### src/rtl/csa_acc_resolve.sv
// csa_acc_resolve
// Carry-save accumulator with a chunked carry-propagate resolver. It builds
// multi-operand partial-product sums for the field multiplier datapath.
// Operands arrive one per handshake. Each one is folded into a redundant
// sum/carry pair with a single 3:2 compression, so the cycle time does not
// depend on the operand width. After the last operand of a frame, the pair
// is converted to binary one CW-bit chunk per cycle. The result is then
// offered on a valid/ready output.
//
// Ports
//   clk        clock, all state changes on the rising edge
//   rst        synchronous active-high reset
//   in_valid   operand present
//   in_ready   operand accepted this cycle (only in ACC, gated by rst)
//   in_data    W-bit operand, zero-extended to WA = W + G
//   in_last    operand closes the current frame
//   out_valid  result present (only in OUT)
//   out_ready  consumer accepts the result
//   out_data   frame sum mod 2^WA
//   out_ovf    frame held more than 2^G operands
module csa_acc_resolve #(
    parameter int W  = 74,
    parameter int G  = 4,
    parameter int CW = 16
) (
    input  logic            clk,
    input  logic            rst,
    input  logic            in_valid,
    output logic            in_ready,
    input  logic [W-1:0]    in_data,
    input  logic            in_last,
    output logic            out_valid,
    input  logic            out_ready,
    output logic [W+G-1:0]  out_data,
    output logic            out_ovf
);

    localparam int WA   = W + G;
    localparam int NCH  = (WA + CW - 1) / CW;
    // The top chunk is narrower than CW whenever WA is not a multiple of CW.
    localparam int TW   = WA - (NCH - 1) * CW;
    localparam int KW   = (NCH > 1) ? $clog2(NCH) : 1;
    localparam int CNTW = G + 2;

    localparam logic [CNTW-1:0] CNT_SAT = CNTW'((1 << G) + 1);
    localparam logic [CNTW-1:0] CNT_LIM = CNTW'(1 << G);
    localparam logic [KW-1:0]   K_LAST  = KW'(NCH - 1);

    typedef enum logic [1:0] {
        ACC,
        RESOLVE,
        OUT
    } state_t;

    state_t          state_q;
    state_t          state_d;
    logic [WA-1:0]   s_q;
    logic [WA-1:0]   c_q;
    logic [CNTW-1:0] cnt_q;
    logic [KW-1:0]   k_q;
    logic            cin_q;

    logic [WA-1:0]   x_ext;
    logic [WA-2:0]   maj_lo;
    logic [CW:0]     chunk_sum;
    logic            last_chunk;

    assign x_ext = {{G{1'b0}}, in_data};

    // The majority term is shifted left by one and truncated to WA bits.
    // So only its low WA-1 bits are needed.
    assign maj_lo = (s_q[WA-2:0] & c_q[WA-2:0])
                  | (s_q[WA-2:0] & x_ext[WA-2:0])
                  | (c_q[WA-2:0] & x_ext[WA-2:0]);

    // S and C are shifted right after every chunk.
    // So the current chunk is always their low CW bits.
    assign chunk_sum = {1'b0, s_q[CW-1:0]} + {1'b0, c_q[CW-1:0]}
                     + {{CW{1'b0}}, cin_q};

    assign last_chunk = (k_q == K_LAST);

    // Next state and handshake outputs.
    // rst reaches in_ready directly so that no operand is taken during reset.
    always_comb begin
        state_d   = state_q;
        in_ready  = 1'b0;
        out_valid = 1'b0;
        case (state_q)
            ACC: begin
                in_ready = !rst;
                if (in_valid && in_last) begin
                    state_d = RESOLVE;
                end
            end
            RESOLVE: begin
                if (last_chunk) begin
                    state_d = OUT;
                end
            end
            OUT: begin
                out_valid = 1'b1;
                if (out_ready) begin
                    state_d = ACC;
                end
            end
            default: state_d = ACC;
        endcase
    end

    // State register plus the accumulate and resolve datapath.
    // Result chunks enter out_data from the top. After the narrow final chunk,
    // chunk 0 has been shifted down to bit 0.
    always_ff @(posedge clk) begin
        if (rst) begin
            state_q  <= ACC;
            s_q      <= '0;
            c_q      <= '0;
            cnt_q    <= '0;
            k_q      <= '0;
            cin_q    <= 1'b0;
            out_data <= '0;
            out_ovf  <= 1'b0;
        end else begin
            state_q <= state_d;
            case (state_q)
                ACC: begin
                    if (in_valid) begin
                        s_q <= s_q ^ c_q ^ x_ext;
                        c_q <= {maj_lo, 1'b0};
                        if (cnt_q != CNT_SAT) begin
                            cnt_q <= cnt_q + CNTW'(1);
                        end
                        if (in_last) begin
                            k_q   <= '0;
                            cin_q <= 1'b0;
                        end
                    end
                end
                RESOLVE: begin
                    s_q   <= s_q >> CW;
                    c_q   <= c_q >> CW;
                    cin_q <= chunk_sum[CW];
                    k_q   <= k_q + KW'(1);
                    if (last_chunk) begin
                        out_data <= {chunk_sum[TW-1:0], out_data[WA-1:TW]};
                        out_ovf  <= (cnt_q > CNT_LIM);
                    end else begin
                        out_data <= {chunk_sum[CW-1:0], out_data[WA-1:CW]};
                    end
                end
                OUT: begin
                    if (out_ready) begin
                        s_q   <= '0;
                        c_q   <= '0;
                        cnt_q <= '0;
                    end
                end
                default: ;
            endcase
        end
    end

endmodule
### config.mk
export PLATFORM = sky130hd
export DESIGN_NAME = csa_acc_resolve
export DESIGN_NICKNAME = d
export VERILOG_FILES = /design/src/rtl/csa_acc_resolve.sv
export SDC_FILE = /design/constraint.sdc
export NUM_CORES = 1
export LEC_CHECK = 0
export BUFFER_PORTS_ARGS = -buffer_cell sky130_fd_sc_hd__clkbuf_2
export CAP_MARGIN = 20
export CORE_MARGIN = 4
export CORE_UTILIZATION = 55
export DETAILED_ROUTE_END_ITERATION = 10
export GPL_TIMING_DRIVEN = 0
export PLACE_DENSITY = 0.76
export SETUP_SLACK_MARGIN = 0.05
export SKIP_LAST_GASP = 1
export SLEW_MARGIN = 30
export SYNTH_ARGS = -nofsm -noshare
export SYNTH_HDL_FRONTEND = slang
export SYNTH_SLANG_ARGS = --single-unit
### constraint.sdc
create_clock -name clk -period 3.1 [get_ports clk]
set_input_delay 0.62 -clock clk [delete_from_list [all_inputs] [get_ports clk]]
set_output_delay 0.62 -clock clk [all_outputs]
set_load 0.05 [all_outputs]
==> impl_metrics.csv, run 1 <==
group,metric,value,unit
power,p_int,6.83,mW
clock_network,cts_tree,"yes",
floorplanning,pin_count,160,
synth,postSynthAreaPerCell,8.58,um2
synth,yosys.area_share.simple,23.9,%
timing,fmax,351,MHz
drt,drtIter0Drc,1499,
clock_network,post_cts_buffers,0,
floorplanning,rows,56,
worst_setup_path,path_cells,"inv_1, ha_1, nand2b_1, o21ai_0, nor2_1, buf_2, buf_2, nor2_1, nor3_1",
final_layout,area_growth,15.6,%
synth,synthXorXnorAreaFrac,0.993,%
synth,syn_inst,1542,
clock_network,cts_made_buffers,27,
timing,layout_setup_ws,0.250,ns
timing,rsz0062_at_grt,"no",
final_layout,final_core_util,64.9,%
placed_design,pre_cts_slack,0.358,ns
worst_setup_path,critPathMaxFanout,10,
clock_network,clkSinkCount,247,
synth,synthAdderAreaFrac,14.0,%
placed_design,numPortBuffers,158,
power,vdd_drop_max,0.502,mV
power,clkPwrFrac,28.6,%
synth,yosysWarnings,0,
worst_setup_path,cp_slowest_cell,"nor2_1",
floorplanning,chipWidth,163,um
power,seqPwrFrac,39.0,%
synth,netlist_area,13200,um2
floorplanning,coreArea,23500,um2
drt,drt_pass1_iterations,7,
worst_setup_path,critPathMaxStageDelay,0.72,ns
worst_setup_path,critical-path-top-delay-family,"simple AND/OR/NAND/NOR gates",
synth,synth_compound_area_share,18.9,%
clock_network,cts_hold_buf,0,
synth,synth_area_leaders,"dfxtp_1 (37%), a311oi_1 (13%), fa_1 (12%)",
drt,wl_per_cell,20.6,um
drt,vias,12681,
final_layout,seq_area,4940,um2
timing,tightest_slew,0.904,ns
timing,finalCritPeriodShare,91.9,%
timing,slew_headroom,39.5,%
worst_setup_path,r2r_slack,0.25,ns
synth,yosysTopAreaCell,"dfxtp_1",
drt,antenna_left,0,
worst_setup_path,crit_path_end_kind,"register",
worst_setup_path,crit_required,3.56,ns
timing,skew,0.0140,ns
grt,grt.overflow.total,0,
synth,synth_ff_type,"dfxtp_1",
power,p_total,11.1,mW
clock_network,clkTransAtPathRegs,0.06,ns
drt,finalWirelength,42.7,mm
clock_network,cts_buffer_depth,3,
grt,grt_max_degree,14,
floorplanning,dieArea,26600,um2
grt,grt_pass1_wl,67.2,mm
synth,synth_seq_cells,247,
final_layout,nets,1910,
final_layout,multiInputGateArea,7650,um2
synth,synthMuxAreaShare,0.0757,%
final_layout,nFillCells,2031,
synth,synth_top_area_share,37.4,%
run,cap_violations,0,
synth,synthArstFlopShare,0,%
placed_design,hpwl,32.6,mm
clock_network,clk_latency,0.55,ns
power,power_density,728,nW/um2
floorplanning,fp.dieH,163,um
power,switching_share,38.7,%
worst_setup_path,crit_type,"reg -> reg",
grt,grt_pass1_vias,12049,
grt,antenna_found_initial,2,
power,p_switching,4.31,mW
worst_setup_path,crit_arrival,3.31,ns
clock_network,htree_levels,1,
status,status,"complete, no violations",
final_layout,instances_no_fill,2070,
synth,synthesis.nets,1723,
timing,finalWorstPathRequiredPeriod,2.85,ns
synth,ys_seq_area_share,37.4,%
floorplanning,initial_core_util,56.2,%
worst_setup_path,worst-path-buf-inv,3,
synth,synth_top_family_by_area,"simple AND/OR/NAND/NOR gates",
placed_design,gp_congestion,0.930,
hold_path,worstHoldPathType,"reg -> reg",
placed_design,placed_cells,2019,
timing,setup_viol,0,
synth,synth_cell_types,48,
power,p_leak,5.93,nW
worst_setup_path,worstSetupStartpointType,"register",
clock_network,cts-root-buf,"clkbuf_16",
timing,final.setup.tns,0,ns
clock_network,cts-resized-gates,0,
drt,vias_per_cell,6.13,
drt,drc,0,
timing,hold_violations,0,
timing,slew_viol_final,0,
final_layout,drive_gt1_share,13.2,%
synth,synth_edf_count,0,
power,pwr-share-comb,32.4,%
grt,grt.total_usage,31.7,%
sequential cells by signal, indices dropped and copies added, names as in the netlist:
name	cells
k_q	3
c_q	78
s_q	78
out_data	78
cin_q	1
state_q	2
cnt_q	6
out_ovf	1
final timing paths:
| kind | endpoint | cells after the start | from |
|---|---|---|---|
| setup / recovery | c_q[10]$_SDFFE_PP0P_ | 9 | state_q[0]$_SDFFE_PP0P_ |
| hold / removal | out_data[5]$_SDFFE_PP0P_ | 2 | out_data[5]$_SDFFE_PP0P_ |
| setup reg to reg | c_q[10]$_SDFFE_PP0P_ | 9 | state_q[0]$_SDFFE_PP0P_ |
| hold reg to reg | out_data[5]$_SDFFE_PP0P_ | 2 | out_data[5]$_SDFFE_PP0P_ |
Yosys cell counts, types with 3 or more instances:
master      n
fa_1       76
buf_1       7
a211oi_1    7
nand4_1     3
o21ai_0    15
nor2b_1   121
ha_1       26
or3_1       3
buf_2      23
a31oi_1     3
and2_1      3
nor3_1    130
o22ai_1    28
clkbuf_1  107
nand3_1    17
o211ai_1   10
nand2_1   170
a21o_1      4
o21a_1      7
a22oi_1     3
xor2_1      4
a311oi_1  191
nand2b_1    4
xnor2_1    11
inv_1      19
nor2_1    249
a21oi_1    28
dfxtp_1   247
final cells by class:
class,instances,share of cell area [%]
Tap cell,319,2.61
Antenna cell,2,0.0327
Clock inverter,5,0.205
Multi-Input combinational cell,1137,50.0
Buffer,139,3.66
Sequential cell,247,32.3
Clock buffer,44,5.49
Inverter,19,0.466
Timing Repair Buffer,158,5.17
logic make-up after synthesis:
logic type | after synthesis
adder cells (fa/ha/maj) | 102
XOR/XNOR | 15
buffers and inverters | 158
AO/OA/AOI/OAI | 316
flip-flops | 247
multiplexers | 1
AND/OR/NAND/NOR | 703
per-stage QoR:
stage | area, um2 | hold slack (ns)
floorplan | 13200 | 0.454
global placement | 14400 | 0.465
detailed placement | 14400 | 0.480
CTS | 15300 | 0.480
global route | 15300 | 0.500
finish | 15300 | 0.483
per-layer routing:
metal	part of all wire [%]	global-route usage, %	up-vias
met4	3.2	9.91	0
li1	-	-	5887
met5	0	0	-
met1	42	46.0	6007
met3	11	5.75	102
met2	44	48.5	685
worst reg2reg max path: cells and delay by family (launching register included):
kind                     cells  cell delay [ns]
AO/OA/AOI/OAI                1             0.15
adder cells (fa/ha/maj)      1             0.26
buffers and inverters        3             0.85
flip-flops                   1             0.36
AND/OR/NAND/NOR              4             1.15
placed cells by master (no fill, tap or decap), types with 4 or more instances in the layout:
cell type,netlist,layout
o21a_1,7,7
clkbuf_8,0,10
ha_1,26,26
nand3_1,17,17
buf_1,7,7
nand2_1,170,170
nor3_1,130,130
nor2_1,249,249
a211oi_1,7,7
o21ai_0,15,15
xor2_1,4,4
inv_1,19,19
clkbuf_1,107,114
buf_2,23,23
clkbuf_16,0,27
o22ai_1,28,28
nor2b_1,121,121
nand2b_1,4,4
dfxtp_1,247,247
clkbuf_2,1,159
o211ai_1,10,10
a21o_1,4,4
xnor2_1,11,11
fa_1,76,76
a21oi_1,28,28
a311oi_1,191,191
power groups by stage:
stage	sequential, mW	clock [mW]	combinational (mW)
global route	4.41	3.32	3.97
floorplan	4.59	0	2.20
CTS	4.32	3.19	3.56
finish	4.35	3.18	3.61
global placement	4.37	0	3.43
detailed placement	4.39	0	3.52
No activity file was read; power rests on OpenSTA's default activity.
==> run 2: changes to the inputs <==
ABC_AREA = 1   (was unset)
==> run 2 against run 1 <==
Against the previous run:
- hold slack got worse by 0.00098 ns
- synthesized area decreased by 0.42%
- clock-buffer cell count down 6
- fmax is 0.34% higher
- core utilization about the same
- critical endpoint is now in_ready
- largest cell class unchanged
==> impl_metrics.csv, run 2 <==
group,metric,value,unit
status,status,"complete, no violations",
clock_network,cts-resized-gates,0,
timing,skew,0.0133,ns
worst_setup_path,crit_required,2.48,ns
power,vdd_drop_max,0.382,mV
worst_setup_path,critPathMaxFanout,10,
power,clkPwrFrac,31.8,%
drt,finalWirelength,41.4,mm
clock_network,cts_made_buffers,26,
power,p_leak,6.30,nW
synth,postSynthAreaPerCell,8.02,um2
worst_setup_path,path_cells,"clkbuf_2, clkbuf_1, buf_1, nor2_1, clkbuf_2",
clock_network,cts_tree,"yes",
final_layout,final_cell_mix,"nand2_1 (306), dfxtp_1 (247), inv_1 (191), a211oi_1 (190), nor2_1 (177)",
power,pwr-share-comb,29.7,%
floorplanning,chipWidth,163,um
hold_path,worstHoldPathType,"reg -> reg",
clock_network,post_cts_buffers,0,
final_layout,final_core_util,64.9,%
timing,setup_viol,0,
clock_network,clkSinkCount,247,
placed_design,numPortBuffers,159,
clock_network,clk_latency,0.54,ns
placed_design,placed_cell_area,14400,um2
final_layout,layout_commonest_cell,"nand2_1",
final_layout,antennaDiodeCount,0,
power,power_density,698,nW/um2
synth,synth_edf_count,0,
placed_design,gp_congestion,0.953,
final_layout,finalInstanceArea,15300,um2
worst_setup_path,cp_slowest_cell,"clkbuf_1",
final_layout,drive_gt1_share,14.7,%
final_layout,area_growth,16.0,%
drt,drtIter0Drc,1282,
grt,grt.total_usage,30.7,%
synth,synth.most_common_cell,"nand2_1",
worst_setup_path,worstSetupStartpointType,"input pin",
worst_setup_path,path_common_cell,"clkbuf_2",
synth,synthesis.nets,1822,
timing,slew_headroom,53.1,%
grt,antenna_found_initial,0,
grt,grt.overflow.total,0,
drt,wl_per_cell,19.1,um
synth,synth_seq_cells,247,
clock_network,htree_levels,1,
final_layout,instances_no_fill,2164,
synth,syn_inst,1641,
worst_setup_path,crit_arrival,2.22,ns
timing,finalWorstPathRequiredPeriod,2.84,ns
grt,grt_pass1_vias,12087,
worst_setup_path,critPathMaxStageDelay,0.56,ns
clock_network,cts_buffer_depth,3,
run,cap_violations,0,
timing,tightest_slew,0.704,ns
synth,yosysWarnings,0,
clock_network,cts-root-buf,"clkbuf_16",
floorplanning,rows,56,
synth,ys_seq_area_share,37.5,%
placed_design,hpwl,31.7,mm
floorplanning,dieArea,26500,um2
drt,vias_per_cell,5.82,
worst_setup_path,crit_path_end_kind,"output port",
floorplanning,initial_core_util,55.9,%
drt,vias,12596,
power,p_switching,3.81,mW
timing,final.setup.tns,0,ns
drt,antenna_left,0,
power,switching_share,35.8,%
synth,netlist_area,13200,um2
final_layout,nets,2009,
timing,rsz0062_at_grt,"no",
floorplanning,coreArea,23500,um2
final_layout,reg_top3,"c_q (78), out_data (78), s_q (78)",
drt,drc,0,
timing,fmax,352,MHz
grt,grt_max_degree,14,
synth,synth_cell_types,40,
clock_network,cts_hold_buf,0,
placed_design,placed_cells,2119,
synth,synth_top_area_share,37.5,%
final_layout,nFillCells,2120,
timing,finalCritPeriodShare,91.6,%
power,p_int,6.85,mW
drt,drt_pass1_iterations,5,
floorplanning,pin_count,160,
synth,ys_top_cells_by_count,"nand2_1 (306), dfxtp_1 (247), inv_1 (191), a211oi_1 (190), nor2_1 (177)",
synth,synthArstFlopShare,0,%
timing,hold_violations,0,
synth,yosysTopAreaCell,"dfxtp_1",
floorplanning,fp.dieH,163,um
timing,slew_viol_final,0,
power,seqPwrFrac,38.5,%
clock_network,clkTransAtPathRegs,0.06,ns
timing,whs,0.482,ns
grt,grt_pass1_wl,65.5,mm
synth,synth_ff_type,"dfxtp_1",
synth,synth_area_leaders,"dfxtp_1 (38%), fa_1 (12%), a211oi_1 (11%)",
worst_setup_path,crit_type,"in -> out",
[run 2: changes by cell type in the layout (fill, tap and decap cells not counted), sizes merged, moves of 71 or more]
cell    delta
nor2b    -121
nor2      -71
inv      +176
nand2    +143
a311oi   -190
a211oi   +188
nor3     -124
a31oi     +80
[run 2: routing by layer]
metal  vias up  routed length (um)  track usage, %
met5         -                   0               0
met4         0                1160            8.43
met3        82                4020            5.62
met2       599               18600            47.6
met1      5993               17600            44.4
li1       5922                   -               -
[run 2: final timing paths]
kind	start	end	slack, ns	cells past startpoint
max	rst	in_ready	0.26	5
min reg2reg	cin_q$_SDFFE_PP0P_	cin_q$_SDFFE_PP0P_	0.48	2
max reg2reg	s_q[0]$_SDFFE_PP0P_	out_data[70]$_SDFFE_PP0P_	0.74	11
min	cin_q$_SDFFE_PP0P_	cin_q$_SDFFE_PP0P_	0.48	2
[run 2: worst max-delay path, delay by kind of cell]
family                 cells  cell delay (ns)
buffers and inverters      4             1.45
AND/OR/NAND/NOR            1             0.15
[run 2: stage by stage]
stage               setup WS, ns  power [mW]
detailed placement         0.313        7.25
finish                     0.260        10.7
global route               0.212        11.2
CTS                        0.309        10.6
global placement           0.297        7.13
floorplan                  0.795        6.26
[run 2: cell families after synthesis]
logic type | count (synthesis) | synth area share [%]
buffers and inverters | 307 | 9.81
AOI/OAI and AO/OA | 397 | 20.5
and+or+nand+nor | 584 | 17.9
DFF | 247 | 37.5
adders and majority gates | 102 | 14.0
xor gates and xnor gates | 4 | 0.266
[run 2: area by class of cell]
| class | instances | area [um2] | area share (%) |
|---|---|---|---|
| timing repair buffer | 159 | 796 | 5.21 |
| buffer | 111 | 553 | 3.62 |
| sequential | 247 | 4940 | 32.4 |
| multi-input combinational | 1087 | 6930 | 45.4 |
| tap | 319 | 399 | 2.61 |
| inverter | 196 | 738 | 4.83 |
| clock buffer | 38 | 757 | 4.95 |
| clock inverter | 7 | 160 | 1.05 |
[run 2: power groups by stage]
stage	combinational, mW	clock, mW	sequential [mW]
floorplan	2.09	0	4.18
global placement	2.99	0	4.14
detailed placement	3.09	0	4.15
CTS	3.13	3.41	4.09
global route	3.53	3.56	4.16
finish	3.17	3.39	4.10
